==> config.mk <==
export PLATFORM = sky130hd
export DESIGN_NAME = uart_tx_param
export DESIGN_NICKNAME = d
export VERILOG_FILES = /design/src/rtl/uart_tx_param.sv
export SDC_FILE = /design/constraint.sdc
export NUM_CORES = 1
export LEC_CHECK = 0
export CAP_MARGIN = 20
export CORE_ASPECT_RATIO = 0.7
export CORE_UTILIZATION = 55
export DETAILED_ROUTE_END_ITERATION = 10
export PLACE_DENSITY = 0.8
export SYNTH_ARGS = -nofsm -noshare
export SYNTH_HDL_FRONTEND = slang
export SYNTH_SLANG_ARGS = --single-unit
==> constraint.sdc <==
create_clock -name clk -period 5 [get_ports clk]
set_input_delay 1 -clock clk [delete_from_list [all_inputs] [get_ports clk]]
set_output_delay 1 -clock clk [all_outputs]
set_load 0.02 [all_outputs]
==> src/rtl/uart_tx_param.sv <==
// uart_tx_param: parametrised UART transmitter with a small TX FIFO.
//
// The bus side pushes words into the FIFO. A serialiser FSM pops them and
// sends each one as a frame: start bit, DATA_BITS data bits LSB first, an
// optional parity bit, then STOP_BITS stop bits. Every bit lasts exactly
// DIV = CLK_HZ/BAUD clocks. A word already waiting when a stop period ends
// is popped on that same edge, so consecutive frames have no idle gap.
//
// Optional feature: define UART_TX_PARITY_EN to add the parity_odd input and
// a parity bit after the data bits (even parity, or odd when parity_odd=1).
//
// Ports:
//   clk         system clock, rising edge
//   rst         asynchronous, active-high reset
//   tx_valid    bus offers a word
//   tx_data     word to send, sampled only on accept
//   parity_odd  (UART_TX_PARITY_EN only) parity sense, sampled at pop
//   tx_ready    FIFO can accept (not full), registered
//   tx_out      serial line, idle high, registered
//   busy        frame on the line or FIFO non-empty, registered
//   fifo_level  current FIFO occupancy 0..FIFO_DEPTH, registered
module uart_tx_param #(
  parameter int CLK_HZ     = 50000000,
  parameter int BAUD       = 115200,
  parameter int DATA_BITS  = 8,
  parameter int STOP_BITS  = 1,
  parameter int FIFO_DEPTH = 4
) (
  input  logic                          clk,
  input  logic                          rst,
  input  logic                          tx_valid,
  input  logic [DATA_BITS-1:0]          tx_data,
`ifdef UART_TX_PARITY_EN
  input  logic                          parity_odd,
`endif
  output logic                          tx_ready,
  output logic                          tx_out,
  output logic                          busy,
  output logic [$clog2(FIFO_DEPTH):0]   fifo_level
);

  localparam int DIV   = CLK_HZ / BAUD;
  // Guarded widths keep declarations legal while the checks below report
  // an illegal configuration.
  localparam int CNT_W = (DIV >= 2) ? $clog2(DIV) : 1;
  localparam int PTR_W = (FIFO_DEPTH >= 2) ? $clog2(FIFO_DEPTH) : 1;
  localparam int LVL_W = PTR_W + 1;

  localparam logic [CNT_W-1:0] BAUD_LAST = CNT_W'(DIV - 1);
  localparam logic [3:0]       DATA_LAST = 4'(DATA_BITS - 1);
  localparam logic [3:0]       STOP_LAST = 4'(STOP_BITS - 1);
  localparam logic [LVL_W-1:0] LVL_FULL  = LVL_W'(FIFO_DEPTH);

  if (DIV < 2) begin : g_div_chk
    $error("uart_tx_param: CLK_HZ/BAUD must be at least 2");
  end
  if (DATA_BITS < 5 || DATA_BITS > 9) begin : g_data_chk
    $error("uart_tx_param: DATA_BITS must be 5..9");
  end
  if (STOP_BITS < 1 || STOP_BITS > 2) begin : g_stop_chk
    $error("uart_tx_param: STOP_BITS must be 1 or 2");
  end
  if (FIFO_DEPTH < 2 || (FIFO_DEPTH & (FIFO_DEPTH - 1)) != 0) begin : g_fifo_chk
    $error("uart_tx_param: FIFO_DEPTH must be a power of 2 and >= 2");
  end

  typedef enum logic [2:0] {
    IDLE   = 3'd0,
    START  = 3'd1,
    DATA   = 3'd2,
`ifdef UART_TX_PARITY_EN
    PARITY = 3'd3,
`endif
    STOP   = 3'd4
  } state_t;

`ifdef UART_TX_PARITY_EN
  // Parity bit of a word: XOR of its bits, inverted for odd parity.
  function automatic logic parity_of(input logic [DATA_BITS-1:0] d,
                                     input logic odd);
    return (^d) ^ odd;
  endfunction
`endif

  // FIFO storage and pointers
  logic [DATA_BITS-1:0] mem_r [FIFO_DEPTH];
  logic [PTR_W-1:0]     wr_ptr_r;
  logic [PTR_W-1:0]     rd_ptr_r;
  logic [LVL_W-1:0]     level_r;
  logic [LVL_W-1:0]     level_s;
  logic                 push_s;
  logic                 pop_s;

  // Serialiser state
  state_t               state_r;
  state_t               state_s;
  logic [CNT_W-1:0]     baud_r;
  logic [CNT_W-1:0]     baud_s;
  logic [3:0]           bit_r;
  logic [3:0]           bit_s;
  logic [DATA_BITS-1:0] shift_r;
  logic [DATA_BITS-1:0] shift_s;
  logic                 bit_end_s;
  logic                 line_s;
`ifdef UART_TX_PARITY_EN
  logic                 par_r;
  logic                 par_s;
`endif

  // Registered outputs
  logic                 tx_out_r;
  logic                 busy_r;
  logic                 ready_r;

  assign push_s     = tx_valid && ready_r;
  assign tx_ready   = ready_r;
  assign tx_out     = tx_out_r;
  assign busy       = busy_r;
  assign fifo_level = level_r;

  // Next FIFO occupancy; a push and a pop on the same edge cancel out.
  always_comb begin
    level_s = level_r;
    case ({push_s, pop_s})
      2'b10:   level_s = level_r + LVL_W'(1);
      2'b01:   level_s = level_r - LVL_W'(1);
      default: level_s = level_r;
    endcase
  end

  // FIFO data array; not reset, stale contents are unreachable once the
  // pointers and level are cleared.
  always_ff @(posedge clk) begin
    if (push_s) begin
      mem_r[wr_ptr_r] <= tx_data;
    end
  end

  // FIFO pointers and level; pointers wrap naturally at the power-of-2 depth.
  always_ff @(posedge clk or posedge rst) begin
    if (rst) begin
      wr_ptr_r <= '0;
      rd_ptr_r <= '0;
      level_r  <= '0;
    end else begin
      if (push_s) begin
        wr_ptr_r <= wr_ptr_r + PTR_W'(1);
      end
      if (pop_s) begin
        rd_ptr_r <= rd_ptr_r + PTR_W'(1);
      end
      level_r <= level_s;
    end
  end

  // Serialiser next-state logic and the line value for the next cycle.
  always_comb begin
    state_s   = state_r;
    baud_s    = baud_r;
    bit_s     = bit_r;
    shift_s   = shift_r;
    pop_s     = 1'b0;
`ifdef UART_TX_PARITY_EN
    par_s     = par_r;
`endif
    // The baud counter restarts on the first clock of every bit.
    bit_end_s = (baud_r == BAUD_LAST);

    case (state_r)
      IDLE: begin
        baud_s = '0;
        bit_s  = 4'd0;
        if (level_r != '0) begin
          pop_s   = 1'b1;
          shift_s = mem_r[rd_ptr_r];
`ifdef UART_TX_PARITY_EN
          par_s   = parity_of(mem_r[rd_ptr_r], parity_odd);
`endif
          state_s = START;
        end else begin
          state_s = IDLE;
        end
      end

      START: begin
        if (bit_end_s) begin
          baud_s  = '0;
          bit_s   = 4'd0;
          state_s = DATA;
        end else begin
          baud_s  = baud_r + CNT_W'(1);
        end
      end

      DATA: begin
        if (bit_end_s) begin
          baud_s  = '0;
          shift_s = shift_r >> 1;
          if (bit_r == DATA_LAST) begin
            bit_s   = 4'd0;
`ifdef UART_TX_PARITY_EN
            state_s = PARITY;
`else
            state_s = STOP;
`endif
          end else begin
            bit_s   = bit_r + 4'd1;
          end
        end else begin
          baud_s = baud_r + CNT_W'(1);
        end
      end

`ifdef UART_TX_PARITY_EN
      PARITY: begin
        if (bit_end_s) begin
          baud_s  = '0;
          bit_s   = 4'd0;
          state_s = STOP;
        end else begin
          baud_s  = baud_r + CNT_W'(1);
        end
      end
`endif

      STOP: begin
        if (bit_end_s) begin
          baud_s = '0;
          if (bit_r == STOP_LAST) begin
            bit_s = 4'd0;
            // Chain straight into the next frame when a word is waiting.
            if (level_r != '0) begin
              pop_s   = 1'b1;
              shift_s = mem_r[rd_ptr_r];
`ifdef UART_TX_PARITY_EN
              par_s   = parity_of(mem_r[rd_ptr_r], parity_odd);
`endif
              state_s = START;
            end else begin
              state_s = IDLE;
            end
          end else begin
            bit_s = bit_r + 4'd1;
          end
        end else begin
          baud_s = baud_r + CNT_W'(1);
        end
      end

      default: begin
        state_s = IDLE;
        baud_s  = '0;
        bit_s   = 4'd0;
      end
    endcase

    // Line value is a function of the next state so the flop output
    // changes on the same edge the FSM enters a bit.
    case (state_s)
      START:   line_s = 1'b0;
      DATA:    line_s = shift_s[0];
`ifdef UART_TX_PARITY_EN
      PARITY:  line_s = par_s;
`endif
      default: line_s = 1'b1;
    endcase
  end

  // Serialiser registers and registered outputs; reset forces the line high
  // immediately.
  always_ff @(posedge clk or posedge rst) begin
    if (rst) begin
      state_r  <= IDLE;
      baud_r   <= '0;
      bit_r    <= 4'd0;
      shift_r  <= '0;
`ifdef UART_TX_PARITY_EN
      par_r    <= 1'b0;
`endif
      tx_out_r <= 1'b1;
      busy_r   <= 1'b0;
      ready_r  <= 1'b1;
    end else begin
      state_r  <= state_s;
      baud_r   <= baud_s;
      bit_r    <= bit_s;
      shift_r  <= shift_s;
`ifdef UART_TX_PARITY_EN
      par_r    <= par_s;
`endif
      tx_out_r <= line_s;
      busy_r   <= (state_s != IDLE) || (level_s != '0);
      ready_r  <= (level_s != LVL_FULL);
    end
  end

endmodule

==> results_dict.tcl, run 1 <==
set metrics [dict create \
    status "complete, no violations" \
    wirelength_um 5380 \
    timing.final.crit_period_ns 3.47 \
    ctsHoldBuffers 0 \
    post_cts_buffers 0 \
    nets 266 \
    grt_util_met3 0.0839 \
    worst_r2r_path_depth 12 \
    grt.busiest_layer "met1" \
    path_max_fanout 10 \
    track_usage 0.224 \
    slew_viol_final 0 \
    post-route-period-util 0.693 \
    critPathCaptureType "flip-flop" \
    synth-edff-count 32 \
    drt_first_iter_violations 223 \
    dp_hpwl_um 3600 \
    slew_headroom 0.424 \
    start_util 0.596 \
    firstDrtPassIters 5 \
    num_antenna_cells 0 \
    hold_class "flip-flop to flip-flop" \
    p_per_area_nw_per_um2 416 \
    root_buffer "clkbuf_8" \
    ys.warnings.count 0 \
    rrSetupSlack_ns 1.53 \
    clock_sinks 66 \
    ys.flop_type "edfxtp_1" \
    rsz0062_at_grt "no" \
    finalClockSkew_ns 0.00788 \
    cts.clk_slew.worst_paths_ns 0.07 \
    first_global_vias 1747 \
    ant_nets 0 \
    htree_levels 3 \
    vias 1834 \
    row_count 21 \
    worstMarginPinSlew_ns 0.858 \
    synth_area_leaders "edfxtp_1 32%, dfrtp_1 27%, mux4_2 6.1%, ha_1 3.8%, nand2_1 2.7%" \
    cap_violations 0 \
    setup_viol 0 \
    grt-ovfl-total 0 \
    fin_setup_tns_ns 0 \
    tritoncts "done" \
    syn_nets 243 \
    io_buffers 16 \
    crit_path_end "busy" \
    hold_violations 0 \
    die_h_um 63.4 \
    gp_congestion 0.834 \
    power.leakage_uw 0.00130 \
    cts-resized-gates 0 \
    drive_gt1_frac 0.152 \
    synth_top_area_cell "edfxtp_1" \
    synth-async-reset-ratio 0.515 \
    syn_area_um2 2960 \
    max-vdd-ir-drop_mv 0.331 \
    postSynthCellCount 222 \
    r2r-end "busy" \
    avgViaCountPerCell 5.75 \
    worstSetupPathType "flip-flop to flip-flop" \
    start_kind "flip-flop" \
    max-clock-path-buffers 2 \
    synth-seq-cells 66 \
    antenna_found_initial 0 \
    coreArea_um2 4970 \
    holdWs_ns 0.482 \
    synth.avg_cell_area_um2 13.3 \
    grtUsageMet1 0.351 \
    met2_usage 0.292 \
    yosysUniqueCellTypes 50 \
    max_freq_ghz 0.289 \
    layout_common_cells "32 x dfrtp_1, 32 x edfxtp_1, 21 x nand2_1" \
    die_area_um2 5680 \
    drc 0 \
    ys_seq_area_frac 0.613 \
    num_io_pins 17 \
    rr_startpoint "bit_r[0]" \
    synth_top_area_share 0.325 \
    crit_arrival_ns 3.75 \
    die_w_um 89.7 \
    startpoint "bit_r[0]" \
    area_growth_pct 15.4 \
    grt_pass1_wl_um 8980 \
    cts_inserted_buffers 9 \
    grt_max_degree 35 \
    clock_latency_ns 0.35 \
    post_drt_wl_per_cell_um 16.9 \
    crit_required_ns 5.28 \
]
worst min path at each step:
stage	startpoint	end	slack [ns]	cells past startpoint
after detailed placement	shift_r[7]	shift_r[6]	0.47	2
after global routing	shift_r[7]	shift_r[6]	0.50	2
after global placement	shift_r[7]	shift_r[6]	0.45	2
after floorplan	shift_r[7]	shift_r[6]	0.43	2
after CTS	shift_r[7]	shift_r[6]	0.48	2
final	shift_r[7]	shift_r[6]	0.48	2
metal layers:
metal  routed length, um  vias to the layer above
li1                    -                      864
met1                2670                      902
met2                2340                       62
met3                 311                        6
met4                  57                        0
met5                   0                        -
cell type report:
cell class	count	area, um2
Clock buffer	9	124
Tap cell	69	86.3
Fill cell	334	1550
Sequential cell	66	1810
Multi-Input combinational cell	139	1080
Clock inverter	7	93.8
Inverter	11	41.3
Timing Repair Buffer	18	175
synthesized netlist by cell type, types with 2 or more instances:
master,number
dfrtp_1,32
edfxtp_1,32
nand2_1,21
nor2_1,14
inv_1,11
ha_1,9
a21oi_1,8
mux4_2,8
o21ai_0,8
a22oi_1,7
xor2_1,7
nand3_1,6
xnor2_1,6
and3_1,4
clkbuf_1,3
or3_1,3
a21boi_0,2
a22o_1,2
buf_2,2
dfstp_2,2
nand2b_1,2
nor2b_1,2
nor3_1,2
o31ai_1,2
or4_2,2
flip-flops by register name, summed over array words and instances (netlist names):
signal and count:
rd_ptr_r 2, busy 1, fifo_level 3, tx_out 1
mem_r 32, shift_r 8, wr_ptr_r 2, state_r 3
bit_r 4, baud_r 9, tx_ready 1
per-stage QoR:
stage	std cells	cell area, um2	util	setup slack (ns)	power, uW
floorplan	222	2960	-	1.85	849
global placement	302	3190	0.642	1.68	933
detailed placement	302	3190	0.642	1.54	944
CTS	318	3400	0.686	1.53	1430
global route	319	3410	0.687	1.32	1480
finish	319	3410	0.687	1.53	1420
power breakdown:
part / switching (uW) / leakage [uW] / internal (uW)
sequential: 52.2 / 0.000705 / 661
clock: 206 / 0.000105 / 279
combinational: 120 / 0.000491 / 100
total: 378 / 0.00130 / 1040
critical path: stages (launching register included):
cell       delay (ns)
dfrtp_1          0.40
inv_1            0.10
ha_1             0.15
or3b_2           0.49
or3_4            0.38
a211oi_4         0.52
ha_1             0.28
inv_1            0.06
fa_1             0.37
xor2_1           0.15
nor2_1           0.11
xor2_1           0.23
nand4bb_1        0.16
logic make-up after synthesis:
kind of cell / after synthesis / share of synthesized area
flops: 66 / 0.613
simple gates: 69 / 0.125
compound gates: 38 / 0.0914
fa+ha+maj: 10 / 0.0448
buf+inv: 17 / 0.0224
xor+xnor: 13 / 0.0385
mux: 9 / 0.0647
(Power assumes the default switching activity.)
==> run 2: changes to the inputs <==
==> constraint.sdc (replaced) <==
create_clock -name clk -period 3.4 [get_ports clk]
set_input_delay 0.68 -clock clk [delete_from_list [all_inputs] [get_ports clk]]
set_output_delay 0.68 -clock clk [all_outputs]
set_load 0.02 [all_outputs]
==> results_dict.tcl, run 2 (synthesis results as in run 1) <==
set metrics [dict create \
    start_util 0.596 \
    status "complete, no violations" \
    clock_sinks 66 \
    max_freq_ghz 0.314 \
    first_global_vias 1860 \
    place_worst_setup_slack_ns 0.190 \
    avgViaCountPerCell 5.57 \
    htree_levels 3 \
    wirelength_um 5490 \
    antenna_found_initial 0 \
    power.leakage_uw 0.00129 \
    timing.final.crit_period_ns 3.18 \
    grt_util_met3 0.0983 \
    largest_reg_flops 32 \
    max-clock-path-buffers 2 \
    largestRegisters "mem_r: 32 flops, baud_r: 9 flops, shift_r: 8 flops" \
    gp_congestion 0.830 \
    slew_headroom 0.525 \
    root_buffer "clkbuf_8" \
    crit_required_ns 3.67 \
    dp_hpwl_um 3720 \
    grt_pass1_wl_um 9300 \
    vias 1795 \
    drc 0 \
    cts_inserted_buffers 9 \
    grt.busiest_layer "met1" \
    grt_max_degree 20 \
    tritoncts "done" \
    die_h_um 63.4 \
    slew_viol_final 0 \
    post_drt_wl_per_cell_um 17.0 \
    total_power_uw 1960 \
    critPathCaptureType "flip-flop" \
    ant_nets 0 \
    area_growth_pct 14.5 \
    die_area_um2 5680 \
    die_w_um 89.7 \
    finalClockSkew_ns 0.0115 \
    crit_arrival_ns 3.46 \
    track_usage 0.235 \
    p_per_area_nw_per_um2 579 \
    grtUsageMet1 0.341 \
    hold_class "flip-flop to flip-flop" \
    coreArea_um2 4970 \
    cts.clk_slew.worst_paths_ns 0.07 \
    post-route-period-util 0.936 \
    max-vdd-ir-drop_mv 0.429 \
    ctsHoldBuffers 0 \
    place_inst 305 \
    met2_usage 0.320 \
    row_count 21 \
    regMostFlops "mem_r" \
    nets 269 \
    path_max_fanout 4 \
    num_io_pins 17 \
    drt_first_iter_violations 169 \
    cap_violations 0 \
    final_util 0.682 \
    grt-ovfl-total 0 \
    worstSetupPathType "flip-flop to flip-flop" \
    firstDrtPassIters 4 \
    holdWs_ns 0.478 \
    worstMarginPinSlew_ns 0.712 \
    drive_gt1_frac 0.154 \
    instances_no_fill 322 \
    worst_slack_ns 0.216 \
    layout_common_cells "32 x dfrtp_1, 32 x edfxtp_1, 21 x nand2_1" \
    clock_latency_ns 0.35 \
    num_antenna_cells 0 \
    hold_violations 0 \
    setup_viol 0 \
    io_buffers 16 \
    start_kind "flip-flop" \
]
[run 2: changes by cell type in the layout (fill, tap and decap cells not counted), sizes merged]
| cell | delta |
|---|---|
| buf | +3 |
| clkbuf | +4 |
| bufinv | -2 |
| clkinvlp | -1 |
| clkinv | -1 |
[run 2: what timing repair did]
action                     4_1_cts  5_1_grt
hold endpoints to repair         0        0
setup endpoints to repair        0        1
buffers inserted                 0        1
gates resized for setup          0        1
[run 2: final timing paths]
kind                                 start     endpoint  slack [ns]  depth (start not counted)
worst max-delay path              bit_r[0]         busy        0.22                         12
worst min-delay path            shift_r[6]   shift_r[5]        0.48                          2
worst max register to register    bit_r[0]         busy        0.22                         12
worst min register to register  shift_r[6]   shift_r[5]        0.48                          2
max in group asynchronous              rst       tx_out        1.90                          3
min in group asynchronous              rst  wr_ptr_r[1]        0.75                          2
[run 2: through the flow]
stage | setup TNS (ns) | area [um2]
4_1_cts | 0 | 3380
3_3_place_gp | 0 | 3210
2_1_floorplan | 0 | 2960
6_report | 0 | 3390
3_5_place_dp | 0 | 3210
5_1_grt | -0.0188 | 3390
[run 2: worst max-delay path, stage by stage, from the launching register on]
cell       delay [ns]
dfrtp_1          0.40
inv_1            0.10
ha_1             0.14
or3b_2           0.49
or3_4            0.38
a211oi_4         0.29
ha_2             0.24
inv_1            0.05
fa_1             0.38
xor2_1           0.16
nor2_1           0.11
xor2_1           0.23
nand4bb_1        0.16
[run 2: area by class of cell]
type	count	area (um2)
fillers	347	1580
well taps	69	86.3
clock inverters	3	17.5
multi-input cells	139	1080
repair buffers	21	198
inverters	11	41.3
clock buffers	13	149
flip-flops and latches	66	1810
[run 2: where the power goes]
part	switching (uW)	internal (uW)
sequential	74.7	972
clock	285	283
combinational	185	162
total	545	1420
[run 2: metal layers]
metal,vias to the layer above,wire [um]
met4,0,74
li1,871,-
met5,-,0
met3,7,350
met1,863,2670
met2,54,2390
==> run 3: changes to the inputs <==
--- a/config.mk
+++ b/config.mk
@@ -7,6 +7,7 @@
 export LEC_CHECK = 0
 export CAP_MARGIN = 20
 export CORE_ASPECT_RATIO = 0.7
+export CORE_MARGIN = 5
 export CORE_UTILIZATION = 55
 export DETAILED_ROUTE_END_ITERATION = 10
 export PLACE_DENSITY = 0.8
==> results_dict.tcl, run 3 (synthesis results as in run 1) <==
set metrics [dict create \
    cpPeakStageDelay_ns 0.50 \
    max-vdd-ir-drop_mv 0.446 \
    worstSetupPathType "flip-flop to flip-flop" \
    crit_slowest_cell "or3b_2" \
    die_h_um 71.4 \
    largest_reg_flops 32 \
    power.leakage_uw 0.00129 \
    holdWs_ns 0.469 \
    antenna_found_initial 0 \
    area_growth_pct 14.5 \
    cts_inserted_buffers 9 \
    rsz0062_at_grt "no" \
    start_kind "flip-flop" \
    worst_slack_ns 0.197 \
    worstMarginPinSlew_ns 0.595 \
    crit_arrival_ns 3.48 \
    nets 269 \
    hold_violations 0 \
    slew_headroom 0.603 \
    ant_nets 0 \
    hold_class "flip-flop to flip-flop" \
    die_w_um 97.7 \
    drt_first_iter_violations 169 \
    p_per_area_nw_per_um2 574 \
    cts-resized-gates 0 \
    largestRegisters "mem_r: 32 flops, baud_r: 9 flops, shift_r: 8 flops" \
    cts.clk_slew.worst_paths_ns 0.07 \
    cap_violations 0 \
    gp_congestion 0.798 \
    timing.final.crit_period_ns 3.20 \
    clock_latency_ns 0.35 \
    num_io_pins 17 \
    cp_num_buf_inv 2 \
    status "complete, no violations" \
    max_freq_ghz 0.312 \
    tritoncts "done" \
    fill_cells 402 \
    place_worst_setup_slack_ns 0.219 \
    clock_sinks 66 \
    start_util 0.566 \
    first_global_vias 1883 \
    drc 0 \
    ctsHoldBuffers 0 \
    finalClockSkew_ns 0.00882 \
    firstDrtPassIters 4 \
    htree_levels 3 \
    slew_viol_final 0 \
    num_antenna_cells 0 \
    postPlaceCellArea_um2 3210 \
    avgViaCountPerCell 5.64 \
    final_area_um2 3390 \
    root_buffer "clkbuf_8" \
    max-clock-path-buffers 2 \
    path_max_fanout 4 \
    critPathCaptureType "flip-flop" \
    layout_common_cells "32 x dfrtp_1, 32 x edfxtp_1, 21 x nand2_1" \
    vias 1832 \
    grt_pass1_wl_um 9680 \
    track_usage 0.183 \
    coreArea_um2 5230 \
    row_count 22 \
    path_delay_family "simple AND/OR/NAND/NOR gates" \
    worstPathCellList "inv_1 > ha_1 > or3b_2 > or3_4 > a211oi_4 > ha_1 > inv_1 > fa_1 > xor2_1 > nor2_1 > xor2_1 > nand4bb_1" \
    io_buffers 16 \
    wirelength_um 5600 \
    dp_hpwl_um 3800 \
    die_area_um2 6970 \
    drive_gt1_frac 0.146 \
    setup_viol 0 \
    post_drt_wl_per_cell_um 17.2 \
    grt-ovfl-total 0 \
    grt_max_degree 35 \
    regMostFlops "mem_r" \
    fin_setup_tns_ns 0 \
    crit_required_ns 3.68 \
    post-route-period-util 0.942 \
]
-- run 3: cell types whose count changed in the layout (fill, tap and decap cells not counted) --
cell / before / now
ha_2: 1 / 0
clkinv_1: 0 / 1
clkinv_2: 2 / 1
ha_1: 8 / 9
-- run 3: worst min-delay path, delay by kind of cell, from the launching register on --
kind          cells  cell delay, ns
simple gates      2            0.10
flops             1            0.35
-- run 3: repair_timing --
item,CTS,global route
endpoints found under the setup margin,0,1
setup buffers,0,1
hold endpoints to repair,0,0
-- run 3: stage by stage --
stage / power (uW) / utilization / instances
final: 1950 / 0.647 / 325
after CTS: 1960 / 0.644 / 323
after global routing: 2060 / 0.647 / 325
after global placement: 1370 / 0.613 / 307
after floorplan: 1250 / - / 222
after detailed placement: 1390 / 0.613 / 307
-- run 3: final timing paths --
check	slack, ns	from	endpoint	cells past startpoint
worst min-delay path	0.47	shift_r[5]	shift_r[4]	2
max in group asynchronous	2.33	rst	tx_out	3
worst min register to register	0.47	shift_r[5]	shift_r[4]	2
worst max register to register	0.20	bit_r[0]	busy	12
min in group asynchronous	0.71	rst	wr_ptr_r[1]	3
worst max-delay path	0.20	bit_r[0]	busy	12
-- run 3: area by class of cell --
class	count	area (um2)	share of cell area
clock buffer	13	149	0.0440
sequential	66	1810	0.536
timing repair buffer	21	198	0.0584
multi-input combinational	139	1080	0.318
clock inverter	3	16.3	0.00480
inverter	11	41.3	0.0122
tap	72	90.1	0.0266
-- run 3: report_power, final --
group	switching, uW	leakage, uW	internal (uW)	total, uW
clock	279	0.0000811	281	560
combinational	182	0.000507	160	342
sequential	70.9	0.000705	972	1040
-- run 3: routing by layer --
metal,global-route usage,vias up,share of wire
li1,-,872,-
met1,0.259,913,0.48
met2,0.268,38,0.46
met3,0.0603,9,0.039
met4,0.0645,0,0.014
met5,0,-,0
